--- config.mk ---
export PLATFORM = sky130hd
export DESIGN_NAME = store_rmw_ctrl
export DESIGN_NICKNAME = d
export VERILOG_FILES = /design/src/rtl/store_rmw_ctrl.sv
export SDC_FILE = /design/constraint.sdc
export NUM_CORES = 1
export LEC_CHECK = 0
export ABC_AREA = 1
export BUFFER_PORTS_ARGS = -buffer_cell sky130_fd_sc_hd__buf_2
export CAP_MARGIN = 40
export CORE_ASPECT_RATIO = 1.5
export CORE_UTILIZATION = 42
export DETAILED_ROUTE_END_ITERATION = 8
export PLACE_DENSITY_LB_ADDON = 0.08
export RECOVER_POWER = 25
export SLEW_MARGIN = 25
export SYNTH_ARGS = -nofsm -noshare
export SYNTH_HDL_FRONTEND = slang
export SYNTH_SLANG_ARGS = --single-unit
--- constraint.sdc ---
create_clock -name clk -period 1.2 [get_ports clk]
set_input_delay 0.24 -clock clk [delete_from_list [all_inputs] [get_ports clk]]
set_output_delay 0.24 -clock clk [all_outputs]
set_load 0.01 [all_outputs]
--- src/rtl/store_rmw_ctrl.sv ---
// Store-path read-modify-write controller.
// Handles one SW/SH/SB request at a time. A word store writes B straight
// through. A byte or halfword store reads the target word, splices the low
// byte or halfword of B into it, and writes the merged word back.
module store_rmw_ctrl #(
   parameter int unsigned READ_LATENCY = 1,
   parameter int unsigned ADDR_W       = 32
) (
   input  logic              clk,
   input  logic              reset,
   input  logic              start,
   input  logic [1:0]        size,
   input  logic [ADDR_W-1:0] addr,
   input  logic [31:0]       b_in,
   input  logic [31:0]       mem_rdata,
   output logic [ADDR_W-1:0] mem_addr,
   output logic              mem_wr,
   output logic [31:0]       mem_wdata,
   output logic              busy,
   output logic              done,
   output logic              err
);

   localparam logic [1:0] SizeWord = 2'b00;
   localparam logic [1:0] SizeByte = 2'b01;
   localparam logic [1:0] SizeHalf = 2'b10;

   // Counter only has to reach READ_LATENCY-1; keep at least one bit.
   localparam int unsigned CntW = (READ_LATENCY > 1) ? $clog2(READ_LATENCY) : 1;
   localparam logic [CntW-1:0] CntLast = CntW'(READ_LATENCY - 1);

   typedef enum logic [2:0] {
      StIdle,
      StRead,
      StCapture,
      StWrite,
      StError
   } state_e;

   state_e state_q, state_d;

   logic [CntW-1:0]   cnt_q, cnt_d;
   logic [ADDR_W-1:0] addr_q;
   logic [1:0]        size_q;
   logic [31:0]       b_q;
   logic [31:0]       wdata_q, wdata_d;
   logic [31:0]       merged;
   logic              accept;
   logic              read_last;

   assign accept    = (state_q == StIdle) && start;
   assign read_last = (cnt_q == CntLast);

   // State register.
   always_ff @(posedge clk) begin
      if (reset) begin
         state_q <= StIdle;
      end else begin
         state_q <= state_d;
      end
   end

   // Next-state decode.
   always_comb begin
      state_d = state_q;
      unique case (state_q)
         StIdle: begin
            if (start) begin
               unique case (size)
                  SizeWord: state_d = StWrite;
                  SizeByte: state_d = StRead;
                  SizeHalf: state_d = StRead;
                  default:  state_d = StError;
               endcase
            end
         end
         StRead: begin
            if (read_last) begin
               state_d = StCapture;
            end
         end
         StCapture: state_d = StWrite;
         StWrite:   state_d = StIdle;
         StError:   state_d = StIdle;
         default:   state_d = StIdle;
      endcase
   end

   // Outputs decoded from state; reset masks the strobes so a write that
   // coincides with reset is never issued.
   always_comb begin
      busy   = (state_q != StIdle);
      mem_wr = (state_q == StWrite) && !reset;
      done   = ((state_q == StWrite) || (state_q == StError)) && !reset;
      err    = (state_q == StError) && !reset;
   end

   // Read-latency counter: held at zero outside READ so it is clear on entry.
   always_comb begin
      cnt_d = '0;
      if ((state_q == StRead) && !read_last) begin
         cnt_d = cnt_q + 1'b1;
      end
   end

   always_ff @(posedge clk) begin
      if (reset) begin
         cnt_q <= '0;
      end else begin
         cnt_q <= cnt_d;
      end
   end

   // Latch the request once, in the accepting cycle; later input changes are ignored.
   always_ff @(posedge clk) begin
      if (reset) begin
         addr_q <= '0;
         size_q <= '0;
         b_q    <= '0;
      end else if (accept) begin
         addr_q <= addr;
         size_q <= size;
         b_q    <= b_in;
      end
   end

   // Splice the low byte/halfword of the latched store data into the read word.
   always_comb begin
      if (size_q == SizeByte) begin
         merged = {mem_rdata[31:8], b_q[7:0]};
      end else begin
         merged = {mem_rdata[31:16], b_q[15:0]};
      end
   end

   // Write data: B for a word store, merged word after CAPTURE; otherwise hold.
   always_comb begin
      wdata_d = wdata_q;
      if (accept && (size == SizeWord)) begin
         wdata_d = b_in;
      end else if (state_q == StCapture) begin
         wdata_d = merged;
      end
   end

   always_ff @(posedge clk) begin
      if (reset) begin
         wdata_q <= '0;
      end else begin
         wdata_q <= wdata_d;
      end
   end

   assign mem_addr  = addr_q;
   assign mem_wdata = wdata_q;

endmodule
==> flow_metrics.py, run 1 <==
metrics = {
    "pwr": {
        "power.leakage_nw": 2.75,
        "switching_power_mw": 2.50,
        "p_comb_share_pct": 26.2,
        "ir_worst_vdd_v": 0.00100,
        "powerDensity_mw_per_mm2": 1560,
        "p_clk_share_pct": 34.7,
        "p_int_mw": 6.07,
        "seq_power_share_pct": 39.1,
        "swShare_pct": 29.2,
        "power_mw": 8.56,
    },
    "route": {
        "vias": 3944,
        "routedWlPerCell_um": 12.5,
        "via_per_inst": 4.79,
        "drt_iter0_markers": 177,
        "routed_wl_um": 10300,
        "drc": 0,
        "ant_nets": 0,
        "firstDrtPassIters": 4,
    },
    "timing": {
        "holdWs_ns": 0.134,
        "setup_viol": 87,
        "setup_slack_ns": -0.331,
        "min_period_ns": 1.53,
        "relSlewSlack_pct": 66.0,
        "max_freq_mhz": 653,
        "final.setup_skew_ns": 0.00494,
        "tightest_slew_ns": 0.510,
        "rsz0062_at_grt": "yes",
        "hold_viol": 0,
        "slew_viol_final": 0,
        "fin_setup_tns_ns": -14.95,
        "fin_crit_sh_pct": 128,
    },
    "layout": {
        "fin_nets": 814,
        "drive_above_1_share_pct": 34.1,
        "syn_to_final_growth_pct": 52.9,
        "design_area_mm2": 0.00548,
        "post-route-util_pct": 67.1,
        "diodes": 0,
        "instances_no_fill": 823,
    },
    "global_route": {
        "grt_pass1_wl_um": 15900,
        "antenna_found_initial": 0,
        "top_usage_layer": "met2",
        "grt_usage_pct": 22.1,
        "gr-total-overflow": 0,
        "grt_max_degree": 49,
        "grt_use_met3_pct": 3.73,
        "grt_pass1_vias": 3641,
        "use_met2_pct": 40.1,
        "grt_util_met1_pct": 25.0,
    },
    "clock_network": {
        "cts_tree": "yes",
        "cts.htree.levels": 3,
        "clock_latency_ns": 0.34,
        "cts-buffers-inserted": 9,
        "cts_buffer_depth": 2,
        "clk_pin_slew_ns": 0.06,
        "cts-root-buf": "clkbuf_16",
        "cts.sinks": 86,
    },
    "place": {
        "place.gp.congestion": 0.822,
        "io_buffers": 160,
        "pre_cts_slack_ns": -0.119,
        "place_area_mm2": 0.00468,
        "placedCellCount": 787,
        "dp.final_hpwl_um": 6670,
    },
    "floorplanning": {
        "die_w_um": 77.4,
        "ioPinCount": 169,
        "start_util_pct": 43.9,
        "core_mm2": 0.00816,
        "die_h_um": 115,
        "die-area_mm2": 0.00891,
        "num_rows": 40,
    },
    "critical_path": {
        "r2r_slack_ns": -0.22,
        "cp_num_buf_inv": 2,
        "cp.arrival_ns": 1.29,
        "cp_slowest_stage_delay_ns": 0.34,
        "required_ns": 0.96,
        "end_kind": "primary output",
        "worstPathMaxFanout": 4,
        "critPathTopFamily": "simple AND/OR/NAND/NOR gates",
        "cp_slowest_cell": "dfxtp_2",
        "path_class": "reg -> out",
        "startpoint_type": "flop",
        "crit_chain": "inv_2 -> nand2_2 -> nor3_4 -> or2_2 -> buf_2",
    },
    "logic_synthesis": {
        "synth_ff_type": "dfxtp_1",
        "synthArstFlopShare_pct": 0,
        "syn-instance-count": 524,
        "yosysSeqAreaShare_pct": 48.1,
        "synth.distinct_cells": 23,
        "synth_edf_count": 0,
        "syn_avg_cell_area_um2": 6.84,
        "synth.net_count": 625,
        "ys_seq_elements": 86,
        "yosysWarnings": 0,
        "syn-cell-area_mm2": 0.00358,
    },
    "flow_run": {
        "maxCapViolations": 0,
    },
    "min_path": {
        "hp-class": "in -> reg",
    },
    "run_status": {
        "status": "complete, but fails checks",
        "violations": "negative setup slack",
    },
}
-- Yosys cell counts (3+ instances only) --
cell type / n / area, um2
buf_2: 9 / 45.0
o21ai_0: 17 / 85.1
clkbuf_1: 16 / 60.1
dfxtp_1: 86 / 1720
a21oi_1: 53 / 265
buf_6: 3 / 33.8
nand2_1: 209 / 785
nor3_1: 3 / 15.0
nand3_1: 25 / 125
inv_1: 23 / 86.3
nor2_1: 68 / 255
-- placed cells by master, fill, tap and decap left out, types with 2 or more instances in the layout --
| cell | synthesis | final |
|---|---|---|
| buf_2 | 9 | 144 |
| nand3_2 | 0 | 8 |
| bufinv_16 | 0 | 2 |
| buf_8 | 0 | 2 |
| dfxtp_4 | 0 | 2 |
| nor2_1 | 68 | 58 |
| buf_4 | 1 | 22 |
| inv_1 | 23 | 20 |
| buf_6 | 3 | 6 |
| nor2_2 | 1 | 8 |
| inv_2 | 1 | 2 |
| nand2_1 | 209 | 208 |
| a21oi_1 | 53 | 50 |
| nand3_1 | 25 | 17 |
| o21ai_1 | 0 | 6 |
| a21oi_2 | 0 | 3 |
| clkbuf_16 | 0 | 13 |
| clkinv_4 | 0 | 3 |
| o21ai_0 | 17 | 11 |
| buf_12 | 0 | 12 |
| dfxtp_1 | 86 | 83 |
| nor2_4 | 1 | 4 |
| nor3_1 | 3 | 2 |
| clkbuf_1 | 16 | 16 |
-- sequential cells by signal (all words and copies together), names as in the netlist --
| signal | cells |
|---|---|
| mem_addr | 32 |
| mem_wdata | 32 |
| cnt_q | 1 |
| size_q | 2 |
| state_q | 3 |
| b_q | 16 |
-- final timing paths --
check | from | endpoint | depth (start not counted)
max | state_q[2]$_SDFFE_PP0P_ | done | 5
min reg2reg | mem_addr[27]$_SDFFE_PP0P_ | mem_addr[27]$_SDFFE_PP0P_ | 2
max reg2reg | state_q[2]$_SDFFE_PP0P_ | mem_wdata[19]$_SDFFE_PP0P_ | 9
min | b_in[28] | mem_wdata[28]$_SDFFE_PP0P_ | 3
-- worst min-delay path: cells and delay by family --
family	cells	cell delay, ns
buffers and inverters	1	0.08
and+or+nand+nor	2	0.12
-- per-layer routing --
metal,part of all wire (%),wire [um],vias to the layer above
met5,0,0,-
met4,1.8,190,0
met3,5.4,556,13
met2,52,5330,126
met1,41,4210,1789
li1,-,-,2016
-- timing repair --
| item | in CTS | in global routing |
|---|---|---|
| hold buffers | 0 | 0 |
| pin swaps | 1 | 4 |
| gates cloned | 2 | 6 |
| setup endpoints to repair | 85 | 89 |
| resized for setup | 25 | 32 |
| buffers inserted | 7 | 5 |
-- final cells by class --
type	instances	area, um2
tap	105	131
sequential	86	1730
timing repair buffer	208	1440
clock buffer	9	225
clock inverter	7	98.8
fill	755	2680
inverter	24	97.6
multi-input combinational	384	1750
-- power groups by stage --
stage | sequential (mW) | clock (mW) | combinational, mW
3_5_place_dp | 3.40 | 0 | 1.86
5_1_grt | 3.38 | 3.14 | 2.49
6_report | 3.35 | 2.97 | 2.24
2_1_floorplan | 3.50 | 0 | 0.958
4_1_cts | 3.34 | 3.03 | 2.04
3_3_place_gp | 3.39 | 0 | 1.83
-- cells by family after synthesis --
group / synth area share [%]
flops: 48.1
buf+inv: 6.71
other cells: 0.105
compound gates: 9.78
simple gates: 35.3
(Power assumes the default switching activity.)
==> inputs of run 2 (changes only) <==
CELL_PAD_IN_SITES_DETAIL_PLACEMENT = 1   (was unset)
CELL_PAD_IN_SITES_GLOBAL_PLACEMENT = 1   (was unset)
CORE_UTILIZATION = 28   (was 42)
==> flow_metrics.py, run 2 (synthesis gave the netlist of run 1 again) <==
metrics = {
    "run_status": {
        "status": "complete, but fails checks",
        "violations": "negative setup slack",
    },
    "layout": {
        "fin_nets": 819,
        "diodes": 0,
        "design_area_mm2": 0.00604,
        "n_fill_cell": 1540,
        "post-route-util_pct": 48.5,
        "syn_to_final_growth_pct": 68.6,
        "multi_input_area_mm2": 0.00214,
        "mostFrequentLayoutCells": "nand2_1 (141), buf_2 (141), dfxtp_1 (83)",
        "drive_above_1_share_pct": 48.0,
        "seqCellArea_mm2": 0.00173,
    },
    "place": {
        "place.gp.congestion": 0.728,
        "io_buffers": 160,
        "dp.final_hpwl_um": 8190,
        "place_area_mm2": 0.00474,
    },
    "floorplanning": {
        "start_util_pct": 28.8,
        "core_mm2": 0.0124,
        "die_h_um": 141,
        "num_rows": 50,
        "die-area_mm2": 0.0133,
        "die_w_um": 94.4,
        "ioPinCount": 169,
    },
    "pwr": {
        "swShare_pct": 32.2,
        "p_comb_share_pct": 31.4,
        "powerDensity_mw_per_mm2": 1510,
        "switching_power_mw": 2.94,
        "power.leakage_nw": 2.95,
        "p_clk_share_pct": 31.7,
        "p_int_mw": 6.19,
        "seq_power_share_pct": 37.0,
        "power_mw": 9.14,
        "ir_worst_vdd_v": 0.000680,
    },
    "clock_network": {
        "cts-buffers-inserted": 9,
        "clk_pin_slew_ns": 0.07,
        "cts.sinks": 86,
        "cts.htree.levels": 3,
        "cts_tree": "yes",
        "cts_hold_buf": 0,
        "clock_latency_ns": 0.34,
        "cts_buffer_depth": 2,
        "cts-root-buf": "clkbuf_16",
    },
    "timing": {
        "setup_slack_ns": -0.316,
        "min_period_ns": 1.52,
        "fin_setup_tns_ns": -19.39,
        "holdWs_ns": 0.123,
        "hold_viol": 0,
        "max_freq_mhz": 659,
        "rsz0062_at_grt": "yes",
        "final.setup_skew_ns": 0.0101,
        "fin_crit_sh_pct": 126,
        "slew_viol_final": 0,
        "setup_viol": 89,
    },
    "route": {
        "drc": 0,
        "firstDrtPassIters": 4,
        "routed_wl_um": 13600,
        "via_per_inst": 4.65,
        "vias": 4085,
        "routedWlPerCell_um": 15.4,
        "drt_iter0_markers": 70,
        "ant_nets": 0,
    },
    "global_route": {
        "grt_pass1_wl_um": 20400,
        "grt_max_degree": 43,
        "grt_usage_pct": 20.2,
        "gr-total-overflow": 0,
        "grt_pass1_vias": 4224,
        "antenna_found_initial": 0,
    },
    "critical_path": {
        "worstReg2RegStart": "state_q[0]$_SDFFE_PP0P_",
        "path_depth": 4,
        "r2r-end": "mem_wdata[15]$_SDFFE_PP0P_",
        "critPathTopFamily": "flip-flops",
        "crit_chain": "buf_6 -> nor2_4 -> nand2_1 -> buf_2",
        "cp.arrival_ns": 1.28,
        "required_ns": 0.96,
        "endpoint": "busy",
        "r2r_slack_ns": -0.31,
        "path_class": "reg -> out",
        "cp_slowest_cell": "dfxtp_4",
        "end_kind": "primary output",
        "cp_num_buf_inv": 2,
        "startpoint_type": "flop",
        "cp_slowest_stage_delay_ns": 0.37,
        "crit_start": "state_q[0]$_SDFFE_PP0P_",
        "worstPathMaxFanout": 4,
        "r2r_cells": 9,
    },
    "flow_run": {
        "maxCapViolations": 0,
    },
    "min_path": {
        "hp-class": "in -> reg",
    },
}
run 2: cell count changes in the layout (fill, tap and decap cells not counted), moves of 4 or more:
cell and delta:
nand2_1 -67, a21oi_2 +25, nand2_4 +22, nand2_2 +45, buf_16 +4, buf_6 +4, a21oi_1 -25
run 2: metal layers:
| layer | wire length [um] | global-route usage [%] | up-vias |
|---|---|---|---|
| li1 | - | - | 2038 |
| met1 | 5210 | 21.1 | 1932 |
| met2 | 7570 | 38.5 | 101 |
| met3 | 534 | 3.96 | 14 |
| met4 | 262 | 7.69 | 0 |
| met5 | 0 | 0 | - |
run 2: area by class of cell:
type / instances / share of cell area, %
clock inverters: 6 / 1.12
flip-flops and latches: 86 / 28.7
well taps: 156 / 3.23
multi-input cells: 384 / 35.5
clock buffers: 10 / 3.96
inverters: 24 / 1.74
repair buffers: 213 / 25.7
run 2: worst min-delay path by stage:
| stage | to | slack (ns) | cells after the start | start |
|---|---|---|---|---|
| after CTS | mem_wdata[30]$_SDFFE_PP0P_ | 0.11 | 3 | b_in[30] |
| final | mem_wdata[24]$_SDFFE_PP0P_ | 0.12 | 3 | b_in[24] |
| after global placement | b_q[2]$_SDFFE_PP0P_ | 0.45 | 2 | b_q[2]$_SDFFE_PP0P_ |
| after floorplan | mem_wdata[0]$_SDFFE_PP0P_ | 0.37 | 2 | b_in[0] |
| after detailed placement | mem_addr[11]$_SDFFE_PP0P_ | 0.45 | 2 | mem_addr[11]$_SDFFE_PP0P_ |
| after global routing | mem_wdata[24]$_SDFFE_PP0P_ | 0.13 | 3 | b_in[24] |
run 2: per-stage QoR:
| stage | cells | setup slack, ns |
|---|---|---|
| after floorplan | 524 | -0.0120 |
| after global placement | 841 | -0.136 |
| after detailed placement | 841 | -0.160 |
| after CTS | 876 | -0.302 |
| after global routing | 879 | -0.360 |
| final | 879 | -0.316 |
run 2: tightest hold or removal path, cell delays in order:
cell    delay, ns
buf_2        0.07
nor2_1       0.03
nor2_1       0.08
run 2: timing repair:
action | 4_1_cts | 5_1_grt
pin swaps | 27 | 18
gates resized for setup | 71 | 135
setup buffers | 10 | 4
endpoints found under the setup margin | 88 | 89
gates cloned | 9 | 2
run 2: power by group through the flow:
stage	clock (mW)	sequential [mW]	combinational [mW]
6_report	2.89	3.38	2.87
5_1_grt	3.07	3.42	3.13
4_1_cts	2.97	3.35	2.59
3_5_place_dp	0	3.41	1.90
3_3_place_gp	0	3.39	1.85
2_1_floorplan	0	3.50	0.958
==> inputs of run 3 (changes only) <==
PLACE_DENSITY = 0.75   (was unset)
PLACE_DENSITY_LB_ADDON = unset   (was 0.08)
==> flow_metrics.py, run 3 (synthesis gave the netlist of run 1 again) <==
metrics = {
    "run_status": {
        "violations": "negative setup slack",
        "status": "complete, but fails checks",
    },
    "layout": {
        "drive_above_1_share_pct": 35.6,
        "multi_input_area_mm2": 0.00180,
        "final_common_cell": "nand2_1",
        "fin_nets": 818,
        "design_area_mm2": 0.00568,
        "seqCellArea_mm2": 0.00173,
        "syn_to_final_growth_pct": 58.7,
        "diodes": 0,
        "mostFrequentLayoutCells": "nand2_1 (194), buf_2 (140), dfxtp_1 (83)",
        "n_fill_cell": 1583,
    },
    "pwr": {
        "ir_worst_vdd_v": 0.000797,
        "power.leakage_nw": 2.80,
        "powerDensity_mw_per_mm2": 1580,
        "power_mw": 8.99,
    },
    "critical_path": {
        "endpoint": "done",
        "critPathTopFamily": "flip-flops",
        "cp_slowest_cell": "dfxtp_4",
        "crit_start": "state_q[1]$_SDFFE_PP0P_",
        "cp_slowest_stage_delay_ns": 0.39,
        "crit_chain": "inv_1 -> nor3_4 -> or2_4 -> buf_6",
        "worstPathMaxFanout": 3,
        "cp_num_buf_inv": 2,
        "path_depth": 4,
        "r2r-end": "mem_addr[8]$_SDFFE_PP0P_",
        "worstReg2RegStart": "state_q[1]$_SDFFE_PP0P_",
        "end_kind": "primary output",
        "r2r_slack_ns": -0.33,
        "required_ns": 0.96,
        "r2r_cells": 7,
        "cp.arrival_ns": 1.32,
        "path_class": "reg -> out",
        "startpoint_type": "flop",
    },
    "place": {
        "place_area_mm2": 0.00476,
        "place.gp.congestion": 0.799,
        "dp.final_hpwl_um": 8980,
        "pre_cts_slack_ns": -0.216,
        "io_buffers": 160,
    },
    "floorplanning": {
        "ioPinCount": 169,
        "die_w_um": 94.4,
        "start_util_pct": 28.8,
        "core_mm2": 0.0124,
        "die_h_um": 141,
        "num_rows": 50,
        "die-area_mm2": 0.0133,
    },
    "timing": {
        "final.setup_skew_ns": 0.00784,
        "fin_setup_tns_ns": -20.69,
        "fin_crit_sh_pct": 130,
        "rsz0062_at_grt": "yes",
        "min_period_ns": 1.56,
        "max_freq_mhz": 643,
        "hold_viol": 0,
        "setup_slack_ns": -0.356,
        "setup_viol": 89,
        "holdWs_ns": 0.122,
        "slew_viol_final": 0,
    },
    "clock_network": {
        "cts_buffer_depth": 2,
        "cts.htree.levels": 3,
        "clk_pin_slew_ns": 0.06,
        "cts_tree": "yes",
        "clock_latency_ns": 0.34,
        "cts.sinks": 86,
        "cts_hold_buf": 0,
        "cts-root-buf": "clkbuf_16",
        "cts-buffers-inserted": 9,
    },
    "route": {
        "drt_iter0_markers": 133,
        "drc": 0,
        "routed_wl_um": 13700,
        "firstDrtPassIters": 4,
        "routedWlPerCell_um": 15.6,
        "via_per_inst": 4.71,
        "vias": 4135,
        "ant_nets": 0,
    },
    "min_path": {
        "worstHoldPathCells": 3,
        "hp-class": "in -> reg",
    },
    "global_route": {
        "grt_max_degree": 35,
        "grt_pass1_vias": 4357,
        "antenna_found_initial": 0,
        "gr-total-overflow": 0,
        "grt_usage_pct": 21.1,
        "grt_pass1_wl_um": 21300,
    },
    "flow_run": {
        "maxCapViolations": 0,
    },
}
==> run 3: stage by stage <==
step	utilization, %	cells
2_1_floorplan	-	524
6_report	45.7	878
5_1_grt	45.7	878
3_5_place_dp	38.2	842
4_1_cts	44.9	877
3_3_place_gp	38.2	842
==> run 3: power breakdown <==
| part | switching, mW | internal [mW] | leakage, nW |
|---|---|---|---|
| Combinational | 1.37 | 1.21 | 1.94 |
| Clock | 1.18 | 1.89 | 0.156 |
| Sequential | 0.170 | 3.18 | 0.707 |
| Total | 2.72 | 6.27 | 2.80 |
==> run 3: what timing repair did <==
item	CTS	global route
buffers inserted	12	5
endpoints found under the setup margin	80	89
resized for setup	53	42
cloned	7	0
pin swaps	8	21
==> run 3: final cells by class <==
cell class / count / area share [%]
multi-input cells: 384 / 31.7
clock buffers: 11 / 4.27
repair buffers: 212 / 26.9
well taps: 156 / 3.43
flip-flops and latches: 86 / 30.4
clock inverters: 5 / 1.43
inverters: 24 / 1.76
==> run 3: tightest hold or removal path, stage by stage <==
cell	delay, ns
buf_2	0.08
nor2_1	0.03
nor2_1	0.08
==> run 3: worst min-delay path by stage <==
stage                             start  slack [ns]                    endpoint
2_1_floorplan                   b_in[0]        0.37   mem_wdata[0]$_SDFFE_PP0P_
3_3_place_gp   mem_addr[5]$_SDFFE_PP0P_        0.45    mem_addr[5]$_SDFFE_PP0P_
3_5_place_dp   mem_addr[1]$_SDFFE_PP0P_        0.45    mem_addr[1]$_SDFFE_PP0P_
4_1_cts                        b_in[31]        0.12  mem_wdata[31]$_SDFFE_PP0P_
5_1_grt                        b_in[16]        0.14  mem_wdata[16]$_SDFFE_PP0P_
6_report                       b_in[31]        0.12  mem_wdata[31]$_SDFFE_PP0P_
==> run 3: per-layer routing <==
layer | share of wire (%) | vias to the layer above | track usage, %
met5 | 0 | - | 0
met4 | 3.1 | 0 | 10.8
met3 | 4.3 | 30 | 3.75
met2 | 56 | 110 | 40.5
met1 | 36 | 1972 | 20.7
li1 | - | 2023 | -
